## config.mk

```make
export PLATFORM = sky130hd
export DESIGN_NAME = clint_timer
export DESIGN_NICKNAME = d
export VERILOG_FILES = /design/src/rtl/clint_pkg.sv /design/src/rtl/clint_prescaler.sv /design/src/rtl/clint_timer.sv
export SDC_FILE = /design/constraint.sdc
export NUM_CORES = 1
export LEC_CHECK = 0
export ABC_CLOCK_PERIOD_IN_PS = 5900
export CAP_MARGIN = 15
export CORE_ASPECT_RATIO = 1.75
export CORE_MARGIN = 3
export CORE_UTILIZATION = 50
export CTS_CLUSTER_DIAMETER = 100
export DETAILED_ROUTE_END_ITERATION = 7
export GPL_ROUTABILITY_DRIVEN = 0
export PLACE_DENSITY = 0.74
export SETUP_SLACK_MARGIN = 0.05
export SYNTH_ARGS = -nofsm -noshare
export SYNTH_HDL_FRONTEND = slang
export SYNTH_SLANG_ARGS = --single-unit
```

## constraint.sdc

```tcl
create_clock -name clk -period 5.9 [get_ports clk]
set_input_delay 1.18 -clock clk [delete_from_list [all_inputs] [get_ports clk]]
set_output_delay 1.18 -clock clk [all_outputs]
set_load 0.01 [all_outputs]
```

## src/rtl/clint_pkg.sv

```systemverilog
// Shared CLINT definitions: address map, mip bit positions, reset constants, bus FSM states.
package clint_pkg;

  localparam int unsigned ADDR_W = 16;
  localparam int unsigned DATA_W = 32;
  localparam int unsigned TIME_W = 64;

  localparam logic [ADDR_W-1:0] MSIP_OFF        = 16'h0000;
  localparam logic [ADDR_W-1:0] MTIMECMP_LO_OFF = 16'h4000;
  localparam logic [ADDR_W-1:0] MTIMECMP_HI_OFF = 16'h4004;
  localparam logic [ADDR_W-1:0] MTIME_LO_OFF    = 16'hBFF8;
  localparam logic [ADDR_W-1:0] MTIME_HI_OFF    = 16'hBFFC;

  // Bit positions inside the mip image, shared with the CSR block
  localparam int unsigned MTIP_BIT = 7;
  localparam int unsigned MSIP_BIT = 3;

  localparam logic [TIME_W-1:0] MTIMECMP_RST = 64'hFFFF_FFFF_FFFF_FFFF;

  typedef enum logic {
    IDLE = 1'b0,
    ACK  = 1'b1
  } bus_state_e;

  typedef struct packed {
    logic              we;
    logic [ADDR_W-1:0] addr;
    logic [DATA_W-1:0] wdata;
  } bus_req_t;

endpackage

```

## src/rtl/clint_prescaler.sv

```systemverilog
// mtime prescaler: pulses tick once every TICK_DIV clock cycles.
module clint_prescaler #(
  parameter int unsigned TICK_DIV = 1
) (
  input  logic clk,
  input  logic reset,
  output logic tick
);

  localparam int unsigned    CNT_W   = (TICK_DIV > 1) ? $clog2(TICK_DIV) : 1;
  localparam logic [CNT_W-1:0] CNT_MAX = CNT_W'(TICK_DIV - 1);

  logic [CNT_W-1:0] r_count;

  always_ff @(posedge clk) begin
    if (reset) begin
      r_count <= '0;
    end else if (tick) begin
      r_count <= '0;
    end else begin
      r_count <= r_count + CNT_W'(1);
    end
  end

  assign tick = (r_count == CNT_MAX);

endmodule

```

## src/rtl/clint_timer.sv

```systemverilog
// Core-local interruptor: mtime/mtimecmp/msip behind a single-outstanding bus,
// producing the mip image (MTIP, MSIP) for the CSR file.
module clint_timer
  import clint_pkg::*;
#(
  parameter int unsigned TICK_DIV   = 1,
  parameter bit          BASE_CHECK = 1'b0
) (
  input  logic              clk,
  input  logic              reset,
  input  logic              bus_sel,
  input  logic              bus_we,
  input  logic [ADDR_W-1:0] bus_addr,
  input  logic [DATA_W-1:0] bus_wdata,
  output logic [DATA_W-1:0] bus_rdata,
  output logic              bus_ack,
  output logic [DATA_W-1:0] mip_out,
  output logic [TIME_W-1:0] mtime_o
);

  // Unmapped reads return zero under either BASE_CHECK setting
  localparam logic [DATA_W-1:0] UNMAPPED_RDATA = BASE_CHECK ? 32'h0 : 32'h0;

  bus_state_e        r_state;
  logic [DATA_W-1:0] r_rdata;
  logic              r_ack;
  logic [TIME_W-1:0] r_mtime;
  logic [TIME_W-1:0] r_mtimecmp;
  logic              r_msip;
  logic              r_mtip;

  bus_req_t          w_req;
  logic              w_tick;
  logic              w_accept;
  logic              w_wr;
  logic [DATA_W-1:0] w_rd_data;

  clint_prescaler #(.TICK_DIV(TICK_DIV)) u_prescaler (
    .clk   (clk),
    .reset (reset),
    .tick  (w_tick)
  );

  assign w_req    = {bus_we, bus_addr, bus_wdata};
  assign w_accept = (r_state == IDLE) && bus_sel;
  assign w_wr     = w_accept && w_req.we;

  // Read mux over pre-write register values
  always_comb begin
    w_rd_data = UNMAPPED_RDATA;
    case (w_req.addr)
      MSIP_OFF:        w_rd_data = {31'b0, r_msip};
      MTIMECMP_LO_OFF: w_rd_data = r_mtimecmp[31:0];
      MTIMECMP_HI_OFF: w_rd_data = r_mtimecmp[63:32];
      MTIME_LO_OFF:    w_rd_data = r_mtime[31:0];
      MTIME_HI_OFF:    w_rd_data = r_mtime[63:32];
      default:         w_rd_data = UNMAPPED_RDATA;
    endcase
  end

  // Bus FSM: accept in IDLE, ack for one cycle in ACK, then back to IDLE
  always_ff @(posedge clk) begin
    if (reset) begin
      r_state <= IDLE;
      r_ack   <= 1'b0;
      r_rdata <= '0;
    end else begin
      case (r_state)
        IDLE: begin
          r_ack <= 1'b0;
          if (bus_sel) begin
            r_state <= ACK;
            r_ack   <= 1'b1;
            if (!w_req.we) begin
              r_rdata <= w_rd_data;
            end
          end
        end
        ACK: begin
          r_state <= IDLE;
          r_ack   <= 1'b0;
        end
        default: begin
          r_state <= IDLE;
          r_ack   <= 1'b0;
        end
      endcase
    end
  end

  // mtime: a bus write to either half wins over the tick increment
  always_ff @(posedge clk) begin
    if (reset) begin
      r_mtime <= '0;
    end else if (w_wr && (w_req.addr == MTIME_LO_OFF)) begin
      r_mtime[31:0] <= w_req.wdata;
    end else if (w_wr && (w_req.addr == MTIME_HI_OFF)) begin
      r_mtime[63:32] <= w_req.wdata;
    end else if (w_tick) begin
      r_mtime <= r_mtime + TIME_W'(1);
    end
  end

  always_ff @(posedge clk) begin
    if (reset) begin
      r_mtimecmp <= MTIMECMP_RST;
      r_msip     <= 1'b0;
      r_mtip     <= 1'b0;
    end else begin
      if (w_wr && (w_req.addr == MTIMECMP_LO_OFF)) begin
        r_mtimecmp[31:0] <= w_req.wdata;
      end
      if (w_wr && (w_req.addr == MTIMECMP_HI_OFF)) begin
        r_mtimecmp[63:32] <= w_req.wdata;
      end
      if (w_wr && (w_req.addr == MSIP_OFF)) begin
        r_msip <= w_req.wdata[0];
      end
      r_mtip <= (r_mtime >= r_mtimecmp);
    end
  end

  assign bus_rdata = r_rdata;
  assign bus_ack   = r_ack;
  assign mtime_o   = r_mtime;
  assign mip_out   = {24'b0, r_mtip, 3'b0, r_msip, 3'b0};

endmodule

```

==> reports/qor.txt <==
Setup-failing EPs final = 0
Grt ovf = 0
Number of global-route vias before repair = 8,925
Setup TNS = 0 ns
Netlist Area Pre-Place = 9620 µm²
Top cells by area, synth = dfxtp_1 34%, ha_1 8.5%, a211o_1 5.9%
Avg Synthesized Cell Area = 8.32 µm²
CORE AREA = 18,700 µm²
Max-slew violations = 0
Peak VDD IR = 180 µV
Die Height = 190 µm
Pleak = 4.91 nW
Seq/Total Area, Yosys = 0.341
Clock Skew = 0.0151 ns
First-pass GRT wire length = 48,000 µm
Adder-Cell Fraction of Synth Area = 0.0845
Hold path startpoint = bus_rdata[2]
Tcrit/Tclk final = 0.679
Slowest CP cell = nor4_4
Flop2flop setup slack = 2.53 ns
H-tree depth = 4
Nature of the critical path endpoint = flip-flop
Clk buf depth = 2
Post-synth EDFFs = 0
Crit path time final = 4.00 ns
Cell count after synthesis = 1,157
Asr flop ratio synth = 0
Largest delay share family, worst path = simple AND/OR/NAND/NOR gates
Ratio of cells with drive above 1 in the final layout = 0.0742
Post-CTS sizing = 0
Row cnt = 66
TritonCTS Buffers = 17
Die area = 21,000 µm²
Worst EP arrival = 4.33 ns
Number of remaining DRC errors = 0
CTS tree = done
Xor/xnor cell area share of the yosys netlist = 0.0337
Worst-path fanout max = 15
Detailed Routing Iterations Pass 1 = 7
CP Data Required Time = 6.23 ns
Drt first-iter violations = 840
CP most frequent cell = nand2_1
Final HPWL DP = 21,600 µm
Port Buffers = 150
Boundary pin count = 181
Unrepaired setup endpoints after global routing = false
Synth area leader = dfxtp_1
Max Cap Viol = 0
Worst-Margin Slew = 1.13 ns
CTS Hold Buffers Added = 0
Peak Freq = 250 MHz
Compound-Gate Fraction of Synth Area = 0.227
Pwr Density = 196 nW/µm²
Reg clk slew, reported paths = 0.06 ns
Critical setup path kind = in2reg
Chip Width = 111 µm
GRT Overall Usage = 0.282
Antenna violations before repair = 0
Nets = 1,385
Worst Hold End = bus_rdata[2]
Final WL = 30,400 µm
Via density = 6.19
P&R area growth vs syn = 21.8%
Crit start category = input port
Yosys top cell area share = 0.341
Routed vias = 9,403
Largest family of logic cells by synthesized area = compound AO/OA/AOI/OAI gates
Mux contribution to synthesized area = 0.0372
CP Cell Sequence = clkdlybuf4s50_1 -> nand4bb_1 -> nor4_4 -> nand2_1 -> a21oi_1 -> buf_4 -> nand2_1 -> xnor2_1 -> a21o_1
Clock Tree Root = clkbuf_16
Synth warnings = 0
Setup Fix Bufs, Post-CTS = 0
Crit Reg-Reg Startpoint = mtime_o[18]
Routed Antenna Nets = 0
Post-synthesis cell type count = 64
Buf/Inv on CP = 2
R2R Path End = mtime_o[43]
Largest net degree at the start of global routing = 73
Avg WL per Cell = 20.0 µm
Critical path's largest stage delay = 0.86 ns
Clock Latency Late Sink = 0.44 ns
Final core occ = 0.625
Status = completed
Hold path depth = 2
R2R depth = 7
CTS Sinks = 164
Synth Area in Simple Gates = 0.195
Main synth FF type = dfxtp_1
Fin. Hold Viols = 0
Hold Crit Class = reg2reg
Ant. Diodes = 0
#FFs+latches synth = 164
Slew HR = 0.246
Starting density of the core = 0.513
## through the flow
stage | cells | total power (W) | worst slack [ns] | instance area, µm² | hold WS [ns]
2_1_floorplan | 1187 | 0.00121 | 2.65 | 9740 | 0.485
3_3_place_gp | 1486 | 0.00126 | 1.57 | 11200 | 0.434
3_5_place_dp | 1486 | 0.00126 | 1.53 | 11200 | 0.442
4_1_cts | 1518 | 0.00231 | 1.95 | 11700 | 0.459
5_1_grt | 1519 | 0.00236 | 1.70 | 11700 | 0.479
6_report | 1519 | 0.00230 | 1.90 | 11700 | 0.450
## logic make-up after synthesis
family | count (synthesis)
xor+xnor | 37
fa+ha+maj | 65
other cells | 1
mux | 32
simple gates | 386
compound gates | 299
buf+inv | 173
flops | 164
## power breakdown
part           internal (W)  total, W  switching, W
clock network      0.000565   0.00106      0.000490
registers           0.00111   0.00111    0.00000582
logic             0.0000488  0.000127     0.0000786
total               0.00172   0.00230      0.000575
## how the worst max path moves through the flow
stage / end / cells past startpoint / startpoint / slack (ns)
CTS: mtime_o[39] / 8 / bus_addr[0] / 1.95
global placement: r_mtimecmp[15] / 9 / bus_addr[5] / 1.57
detailed placement: mtime_o[39] / 8 / bus_addr[0] / 1.53
finish: mtime_o[41] / 9 / bus_addr[0] / 1.90
global route: mtime_o[41] / 9 / bus_addr[0] / 1.70
floorplan: mtime_o[59] / 9 / bus_addr[0] / 2.65
## worst min-delay path, cell delays in order, from the launching register on
cell	delay (ns)
dfxtp_1	0.32
nand2_1	0.04
o21ai_0	0.05
## layout by cell type, fill, tap and decap left out, types with 5 or more instances in the layout
| master | instances |
|---|---|
| xnor2_1 | 19 |
| nand4_1 | 36 |
| o21ai_0 | 56 |
| dfxtp_1 | 164 |
| nand3b_1 | 5 |
| and2_1 | 5 |
| a21oi_1 | 33 |
| xor2_1 | 18 |
| nor4_1 | 10 |
| ha_1 | 65 |
| and4_1 | 8 |
| a21o_1 | 16 |
| a222oi_1 | 32 |
| nor3_1 | 19 |
| clkbuf_16 | 17 |
| a31oi_1 | 17 |
| a211oi_1 | 44 |
| or3_1 | 5 |
| a22oi_1 | 7 |
| a211o_1 | 65 |
| a22o_1 | 6 |
| nand2_1 | 83 |
| conb_1 | 31 |
| nor2_1 | 143 |
| and3_1 | 14 |
| o211ai_1 | 6 |
| inv_1 | 70 |
| mux2_2 | 30 |
| clkdlybuf4s50_1 | 148 |
| nand3_1 | 29 |
| buf_4 | 15 |
## area by class of cell
cell class,instances,area [µm²]
clock inverter,13,101
multi-input combinational,850,5710
tap,238,298
timing repair buffer,165,1620
inverter,70,263
sequential,164,3280
clock buffer,19,453
fill,1683,7020
## cell usage after synthesis (all sizes together) (4+ instances only)
cell type and instances:
nor3 21, buf 38, or3 7, inv 70, nand2 83, o211ai 6
nor4 11, or4 4, xor2 18, and4 10, nor2 146, dfxtp 164
nand4 37, and2 7, o21ai 57, a222oi 32, a21o 16, ha 65
a22o 6, a21oi 33, a31oi 17, a22oi 7, nand3 29, clkbuf 65
nand3b 5, and3 14, mux2 30, xnor2 19, a211oi 44, a211o 65
## state kept, by name, summed over array words and instances, names as in the netlist
register	count
mtime_o	64
r_mtimecmp	64
bus_rdata	32
bus_ack	1
r_msip	1
r_mtip	1
u_prescaler.r_count	1
## routing by layer
layer / track usage / up-vias / share of wire
li1: - / 4422 / -
met1: 0.331 / 4492 / 0.39
met2: 0.513 / 414 / 0.52
met3: 0.0360 / 75 / 0.057
met4: 0.120 / 0 / 0.037
met5: 0 / - / 0
Note: power is estimated with default switching activity, not from simulation.
